File: config.mk
export PLATFORM = sky130hd
export DESIGN_NAME = apb_timer
export DESIGN_NICKNAME = d
export VERILOG_FILES = /design/src/rtl/apb_timer.sv
export SDC_FILE = /design/constraint.sdc
export NUM_CORES = 1
export LEC_CHECK = 0
export BUFFER_PORTS_ARGS = -buffer_cell sky130_fd_sc_hd__buf_2
export CAP_MARGIN = 30
export CORE_MARGIN = 2
export CORE_UTILIZATION = 60
export DETAILED_ROUTE_END_ITERATION = 6
export HOLD_SLACK_MARGIN = 0.12
export PLACE_DENSITY = 0.85
export SETUP_SLACK_MARGIN = 0.3
export SYNTH_ARGS = -nofsm -noshare
export SYNTH_HDL_FRONTEND = slang
export SYNTH_SLANG_ARGS = --single-unit
File: constraint.sdc
create_clock -name clk -period 9.77 [get_ports clk]
set_input_delay 1.954 -clock clk [delete_from_list [all_inputs] [get_ports clk]]
set_output_delay 1.954 -clock clk [all_outputs]
set_load 0.05 [all_outputs]
File: src/rtl/apb_timer.sv
// APB machine timer: 64-bit mtime/mtimecmp with prescaler, level interrupt,
// programmable wait states and error responses for unmapped/misaligned access.
module apb_timer #(
  parameter int ADDR_WIDTH  = 32,
  parameter int DATA_WIDTH  = 32,
  parameter int WAIT_STATES = 1
) (
  input  logic                  clk,
  input  logic                  rts,
  input  logic [ADDR_WIDTH-1:0] paddr,
  input  logic [DATA_WIDTH-1:0] pdata,
  output logic [DATA_WIDTH-1:0] prdata,
  input  logic                  psel,
  input  logic                  penable,
  input  logic                  pwrite,
  input  logic [3:0]            pstb,
  output logic                  pready,
  output logic                  perr,
  output logic                  irq,
  output logic [1:0]            dbg_state
);

  // Handshake: a transfer is accepted by psel with penable low; once the
  // access phase starts the bus holds psel/penable/paddr/pwrite/pdata/pstb
  // stable until the single cycle where pready=1, which completes it.
  typedef enum logic [1:0] {
    S_IDLE   = 2'd0,
    S_SETUP  = 2'd1,
    S_ACCESS = 2'd2
  } state_t;

  localparam logic [2:0] WAIT_LAST = 3'(WAIT_STATES);

  state_t      state_q, state_d;
  logic [2:0]  wait_q, wait_d;
  logic [63:0] mtime_q, mtime_d;
  logic [63:0] cmp_q, cmp_d;
  logic [31:0] shadow_q, shadow_d;
  logic [7:0]  presc_q, presc_d;
  logic [7:0]  pcnt_q, pcnt_d;
  logic        en_q, en_d;
  logic        ie_q, ie_d;
  logic        irq_q, irq_d;

  logic        access_cyc;
  logic        done;
  logic        addr_err;
  logic        rd_hit;
  logic        wr_hit;
  logic [2:0]  reg_idx;
  logic        match;
  logic [31:0] rdata;
  logic        unused_addr;

  function automatic logic [31:0] merge(input logic [31:0] old_v,
                                        input logic [31:0] new_v,
                                        input logic [3:0]  strb);
    logic [31:0] res;
    res = old_v;
    for (int i = 0; i < 4; i++) begin
      if (strb[i]) res[8*i +: 8] = new_v[8*i +: 8];
    end
    return res;
  endfunction

  assign unused_addr = ^paddr[ADDR_WIDTH-1:5];
  assign reg_idx     = paddr[4:2];
  assign addr_err    = (paddr[1:0] != 2'b00) || (paddr[4:3] == 2'b11);
  assign match       = (mtime_q >= cmp_q);

  // The FSM lags the bus by one cycle, so the first penable cycle is seen in
  // SETUP (or IDLE on a protocol violation) and already counts as a wait.
  assign access_cyc = !rts && ((state_q == S_ACCESS) ||
                               (state_q == S_SETUP && psel && penable) ||
                               (state_q == S_IDLE  && psel && penable));
  assign done   = access_cyc && (wait_q == WAIT_LAST);
  assign rd_hit = done && !pwrite && !addr_err;
  assign wr_hit = done &&  pwrite && !addr_err;

  assign pready    = done;
  assign perr      = done && addr_err;
  assign irq       = irq_q;
  assign dbg_state = state_q;

  always_comb begin
    rdata = '0;
    case (reg_idx)
      3'd0:    rdata = mtime_q[31:0];
      3'd1:    rdata = shadow_q;
      3'd2:    rdata = cmp_q[31:0];
      3'd3:    rdata = cmp_q[63:32];
      3'd4:    rdata = {16'h0, presc_q, 6'h0, ie_q, en_q};
      3'd5:    rdata = {31'h0, match};
      default: rdata = '0;
    endcase
  end

  assign prdata = rd_hit ? rdata : '0;

  always_comb begin
    state_d = state_q;
    wait_d  = wait_q;
    case (state_q)
      S_IDLE: begin
        if (psel && penable) begin
          state_d = done ? S_IDLE : S_ACCESS;
          wait_d  = done ? 3'd0 : wait_q + 3'd1;
        end else if (psel) begin
          state_d = S_SETUP;
        end
      end
      S_SETUP: begin
        if (!psel) begin
          state_d = S_IDLE;
        end else if (penable) begin
          state_d = done ? S_IDLE : S_ACCESS;
          wait_d  = done ? 3'd0 : wait_q + 3'd1;
        end
      end
      S_ACCESS: begin
        state_d = done ? S_IDLE : S_ACCESS;
        wait_d  = done ? 3'd0 : wait_q + 3'd1;
      end
      default: begin
        state_d = S_IDLE;
        wait_d  = 3'd0;
      end
    endcase
  end

  always_comb begin
    mtime_d  = mtime_q;
    cmp_d    = cmp_q;
    shadow_d = shadow_q;
    presc_d  = presc_q;
    pcnt_d   = 8'd0;
    en_d     = en_q;
    ie_d     = ie_q;

    // >= keeps the counter bounded if PRESC is lowered below the live count.
    if (en_q) begin
      if (pcnt_q >= presc_q) begin
        pcnt_d  = 8'd0;
        mtime_d = mtime_q + 64'd1;
      end else begin
        pcnt_d = pcnt_q + 8'd1;
      end
    end

    if (rd_hit && reg_idx == 3'd0) shadow_d = mtime_q[63:32];

    // A bus write to mtime overrides this cycle's increment and restarts the prescaler.
    if (wr_hit) begin
      case (reg_idx)
        3'd0: begin
          mtime_d = {mtime_q[63:32], merge(mtime_q[31:0], pdata, pstb)};
          if (|pstb) pcnt_d = 8'd0;
        end
        3'd1: begin
          mtime_d = {merge(mtime_q[63:32], pdata, pstb), mtime_q[31:0]};
          if (|pstb) pcnt_d = 8'd0;
        end
        3'd2: cmp_d = {cmp_q[63:32], merge(cmp_q[31:0], pdata, pstb)};
        3'd3: cmp_d = {merge(cmp_q[63:32], pdata, pstb), cmp_q[31:0]};
        3'd4: begin
          if (pstb[0]) begin
            en_d = pdata[0];
            ie_d = pdata[1];
          end
          if (pstb[1]) presc_d = pdata[15:8];
        end
        default: ;
      endcase
    end

    irq_d = ie_q && match;
  end

  always_ff @(posedge clk or posedge rts) begin
    if (rts) begin
      state_q  <= S_IDLE;
      wait_q   <= 3'd0;
      mtime_q  <= 64'd0;
      cmp_q    <= 64'hFFFF_FFFF_FFFF_FFFF;
      shadow_q <= 32'd0;
      presc_q  <= 8'd0;
      pcnt_q   <= 8'd0;
      en_q     <= 1'b0;
      ie_q     <= 1'b0;
      irq_q    <= 1'b0;
    end else begin
      state_q  <= state_d;
      wait_q   <= wait_d;
      mtime_q  <= mtime_d;
      cmp_q    <= cmp_d;
      shadow_q <= shadow_d;
      presc_q  <= presc_d;
      pcnt_q   <= pcnt_d;
      en_q     <= en_d;
      ie_q     <= ie_d;
      irq_q    <= irq_d;
    end
  end

endmodule
Yosys cells after proc, flatten, opt, wreduce, memory -nomap -nowiden
Cells that the tools add are included.
{"block": "word_totals", "ff_bits": 184, "inputBits": 73, "output_inout_bits": 37, "word_cells": 127}
{"block": "classes", "addsub": 3, "n_lt_le_gt_ge": 2, "n_eq_ne": 24, "mux": 27, "bitwise_logic": 2, "n_reduce_logical": 45}
{"cell": "64-bit one-hot mux with 2 select lines", "count": 2}
{"cell": "64-bit two-way mux", "count": 3}
{"cell": "32-bit one-hot mux with 6 select lines", "count": 1}
{"cell": "8-bit two-way mux", "count": 9}
{"cell": "64-bit by 1-bit adder with 64-bit output, second input constant", "count": 1}
{"cell": "64-bit >= comparator", "count": 1}
{"cell": "32-bit two-way mux", "count": 1}
{"cell": "4-bit AND reduction", "count": 8}
{"cell": "3-bit != test, second input constant", "count": 9}
{"cell": "2-bit AND reduction", "count": 9}
{"cell": "1-bit logical AND", "count": 14}
{"cell": "3-bit two-way mux", "count": 4}
{"cell": "2-bit two-way mux", "count": 5}
{"cell": "3-bit one-hot mux with 3 select lines", "count": 1}
{"cell": "3-bit AND reduction", "count": 3}
{"cell": "8-bit by 1-bit adder with 8-bit output, second input constant", "count": 1}
{"cell": "8-bit >= comparator", "count": 1}
{"cell": "2-bit != test, second input constant", "count": 4}
{"cell": "3-bit by 1-bit == test with 1-bit output, second input constant", "count": 2}
{"cell": "3-bit by 2-bit == test with 1-bit output, second input constant", "count": 2}
{"cell": "3-bit == test, second input constant", "count": 2}
{"cell": "2-bit one-hot mux with 3 select lines", "count": 1}
{"cell": "2-bit == test, second input constant", "count": 2}
{"cell": "4-bit OR reduction", "count": 1}
{"cell": "other kinds (11)", "count": 16}

Logic depth before layout (Yosys ltp)
{"block": "depth", "depth_word": 11, "mapped_depth": 11, "depth_no_buf": 10}

Worst setup path before layout
Ideal clock, no wire load.
{"block": "synth_path", "kind": "input -> output", "start": "input port paddr[2]", "end": "output port prdata[31]", "arrival_time_ns": 4.341, "t_required_ns": 7.816, "path_slack_ns": 3.475, "path_stages": 5, "n_path_buf": 3, "path_cell_list": "clkbuf_1 clkbuf_1 buf_1 mux4_2 nor3b_1"}
{"block": "synth_between", "elab_chain_cells": 3, "word_cells_on_any_way": 8, "classes_between": "eq/ne: 5; mux: 2; reduce/logical: 1"}
{"item": "start: declaration", "line": "10", "text": "input logic [ADDR_WIDTH-1:0] paddr,"}
{"item": "3-bit == test, or another cell as far along", "line": "87", "text": "case (reg_idx)"}
{"item": "32-bit one-hot mux with 6 select lines *", "line": "87"}
{"item": "32-bit two-way mux *", "line": "98", "text": "assign prdata = rd_hit ? rdata : '0;"}
{"item": "end: declaration", "line": "12", "text": "output logic [DATA_WIDTH-1:0] prdata,"}
Every way passes the cells marked *; elsewhere a longest branch is shown, timed or not.

Worst setup path after layout
{"block": "layout_path", "start": "input port paddr[2]", "end": "output port prdata[9]"}
Same word-level chain as after synthesis.

==> out/results.tsv <==
metric	value	unit
syn_avg_cell_area	9.438	um^2
crit_arrival	4.89	ns
regToRegStartpoint	mtime_q[1]	
wl_per_cell	23.31	um
synth_edf_count	0	
synth-simple-area-share	18.94	%
r2r-end	mtime_q[56]	
grt_max_degree	108	
clock-sinks	184	
crit_required	7.82	ns
cts_hold_buf	0	
firstDrtPassIters	7	
layout-drive-gt1-share	23.01	%
synth_top_family_by_area	simple AND/OR/NAND/NOR gates	
die_x	145.2	um
rsz0062_at_grt	no	
num_rows	51	
synth_cell_type_count	85	
vias	11030	
synth_xor_area_share	1.390	%
ys_warn_count	0	
status	complete, but fails checks	
fin_tns_setup	0	ns
synth_area	11970	um^2
grt_pass1_vias	11030	
max_freq	0.1462	GHz
vias_per_cell	6.860	
period_needed	6.842	ns
synth_seq_cells	184	
finalSetupViolations	0	
fin_util	68.17	%
post-synth-top-area-cell	dfrtp_1	
synthAdderAreaFrac	7.946	%
hold_path_class	flip-flop to flip-flop	
synth_compound_area_share	16.84	%
cp-start-kind	input port	
clkTransAtPathRegs	0.07	ns
htree_num_levels	4	
synth_fp_nets	1417	
drc	28	
ctsRootBufferMaster	clkbuf_16	
endpoint_kind	primary output	
drt_iter0_markers	1404	
crit_fanout	47	
grt_pass1_wl	59.69	mm
violations	design-rule violations	
seq_area_frac_synth	39.14	%
drv_cap	0	
power_density	148.3	nW/um^2
clock-skew-final	0.008619	ns
ctsResizeCount	0	
cts_setup_buffers	0	
tightestPinTransition	1.197	ns
rrSetupSlack	6.11	ns
reg2regPathDepth	8	
async_flop_share	100.0	%
start_util	61.29	%
finalCritPeriodShare	70.03	%
synthFlopType	dfrtp_1	
portBuffers	82	
muxShareOfSynthArea	11.01	%
syn_to_final_growth	11.23	%
startpoint	paddr[2]	
io_pins	110	
routed_wl	37.49	mm
dp_hpwl	26.32	mm
clock_latency	0.45	ns
core	19530	um^2
antenna_found_initial	0	
diodes	0	
grt_util_all_layers	35.86	%
ir_drop	0.1507	mV
synth.area.top_cells	dfrtp_1, dfstp_2, ha_1	
die-area	21090	um^2
endpoint	prdata[9]	
layout.nets	1479	
dp.cells	1574	
gp_congestion	1.002	
slew_viol_final	0	
grt_overflow	0	
hold_violations	0	
synth_top_area_share	25.09	%
die_h	145.2	um
final_antenna_net_count	0	
crit_type	input port to primary output	
cts_tree	built	
syn_inst	1268	
numCtsBuffers	17	
clock_path_buffers	2	
slew_headroom	19.82	%
final_cells	1608	
p_leak	0.005483	uW
kinds of logic (layout without fill, tap and decap cells):
group           Yosys count  in the layout
compound gates          300            300
fa+ha+maj                76             76
flops                   184            184
mux                     117            117
simple gates            426            426
buf+inv                 146            221
xor+xnor                 19             19
state kept, by name (all words and copies together), names as in the netlist:
register and cells:
cmp_q 64, ie_q 1, dbg_state 2, en_q 1, pcnt_q 8, wait_q 3
mtime_q 64, shadow_q 32, presc_q 8, irq 1
layer usage:
metal / wire length (um) / vias to the layer above / track usage (%) / share of wire, %
li1: - / 4814 / - / -
met1: 14710 / 5356 / 47.40 / 39
met2: 17100 / 735 / 56.61 / 46
met3: 4070 / 126 / 8.333 / 11
met4: 1601 / 0 / 15.74 / 4.3
met5: 0 / - / 0 / 0
cells in the mapped netlist (9+ instances only):
| cell | instances |
|---|---|
| nand2_1 | 109 |
| dfstp_2 | 64 |
| xor2_1 | 15 |
| dfrtp_1 | 120 |
| a211oi_1 | 22 |
| mux2_2 | 81 |
| nor3b_1 | 9 |
| ha_1 | 76 |
| nor3_1 | 22 |
| and3_1 | 23 |
| a22oi_1 | 43 |
| o21ai_0 | 75 |
| a21oi_1 | 55 |
| mux2_1 | 16 |
| mux2i_1 | 18 |
| nor2_1 | 100 |
| clkbuf_1 | 43 |
| nand3_1 | 41 |
| and2_1 | 9 |
| nand4_1 | 42 |
| a311oi_1 | 10 |
| and4_1 | 12 |
| nor2b_1 | 10 |
| inv_1 | 89 |
layout by cell type, fill, tap and decap left out, types with 12 or more instances in the layout:
cell type and instances:
dfrtp_1 120, nand2_1 109, nor2_1 100, inv_1 88, buf_2 82, mux2_2 81, ha_1 76, o21ai_0 75
dfstp_2 64, a21oi_1 55, a22oi_1 43, nand4_1 42, nand3_1 41, and3_1 23, a211oi_1 22, nor3_1 22
mux2i_1 18, clkbuf_16 17, mux2_1 16, xor2_1 15, buf_4 14, and4_1 12
worst min path at each step:
stage            startpoint           end  cells past startpoint
2_1_floorplan  shadow_q[21]  shadow_q[21]                      2
3_3_place_gp       cmp_q[1]      cmp_q[1]                      2
3_5_place_dp       cmp_q[1]      cmp_q[1]                      2
4_1_cts            cmp_q[1]      cmp_q[1]                      2
5_1_grt         shadow_q[9]   shadow_q[9]                      1
6_report           cmp_q[1]      cmp_q[1]                      2
report_power, final:
| group | switching, uW | total [uW] | internal (uW) |
|---|---|---|---|
| Combinational | 200 | 313 | 113 |
| Clock | 321 | 777 | 456 |
| Sequential | 72.0 | 884 | 812 |
| Total | 593 | 1970 | 1380 |
critical path: stages:
cell and delay [ns]:
buf_2 0.08, buf_4 0.54, nor2b_1 0.64, nor2b_1 0.73, buf_4 0.31, a22oi_1 0.11, a21oi_1 0.21, buf_2 0.30
metrics by stage:
step | total power, uW | hold slack [ns] | worst slack, ns | instance area (um^2)
after floorplan | 1080 | 0.4488 | 2.922 | 11970
after global placement | 1179 | 0.4638 | 3.060 | 12590
after detailed placement | 1194 | 0.4706 | 3.145 | 12610
after CTS | 1955 | 0.4801 | 3.118 | 13260
after global routing | 2044 | 0.5087 | 2.919 | 13310
final | 1974 | 0.4755 | 2.928 | 13310
layout make-up:
| type | count | area (um^2) |
|---|---|---|
| Fill cell | 1497 | 6215 |
| Clock inverter | 15 | 224.0 |
| Timing Repair Buffer | 99 | 585.6 |
| Clock buffer | 17 | 425.4 |
| Sequential cell | 184 | 4684 |
| Multi-Input combinational cell | 938 | 6718 |
| Tap cell | 265 | 331.6 |
| Inverter | 90 | 342.8 |
No activity file was read; power rests on OpenSTA's default activity.
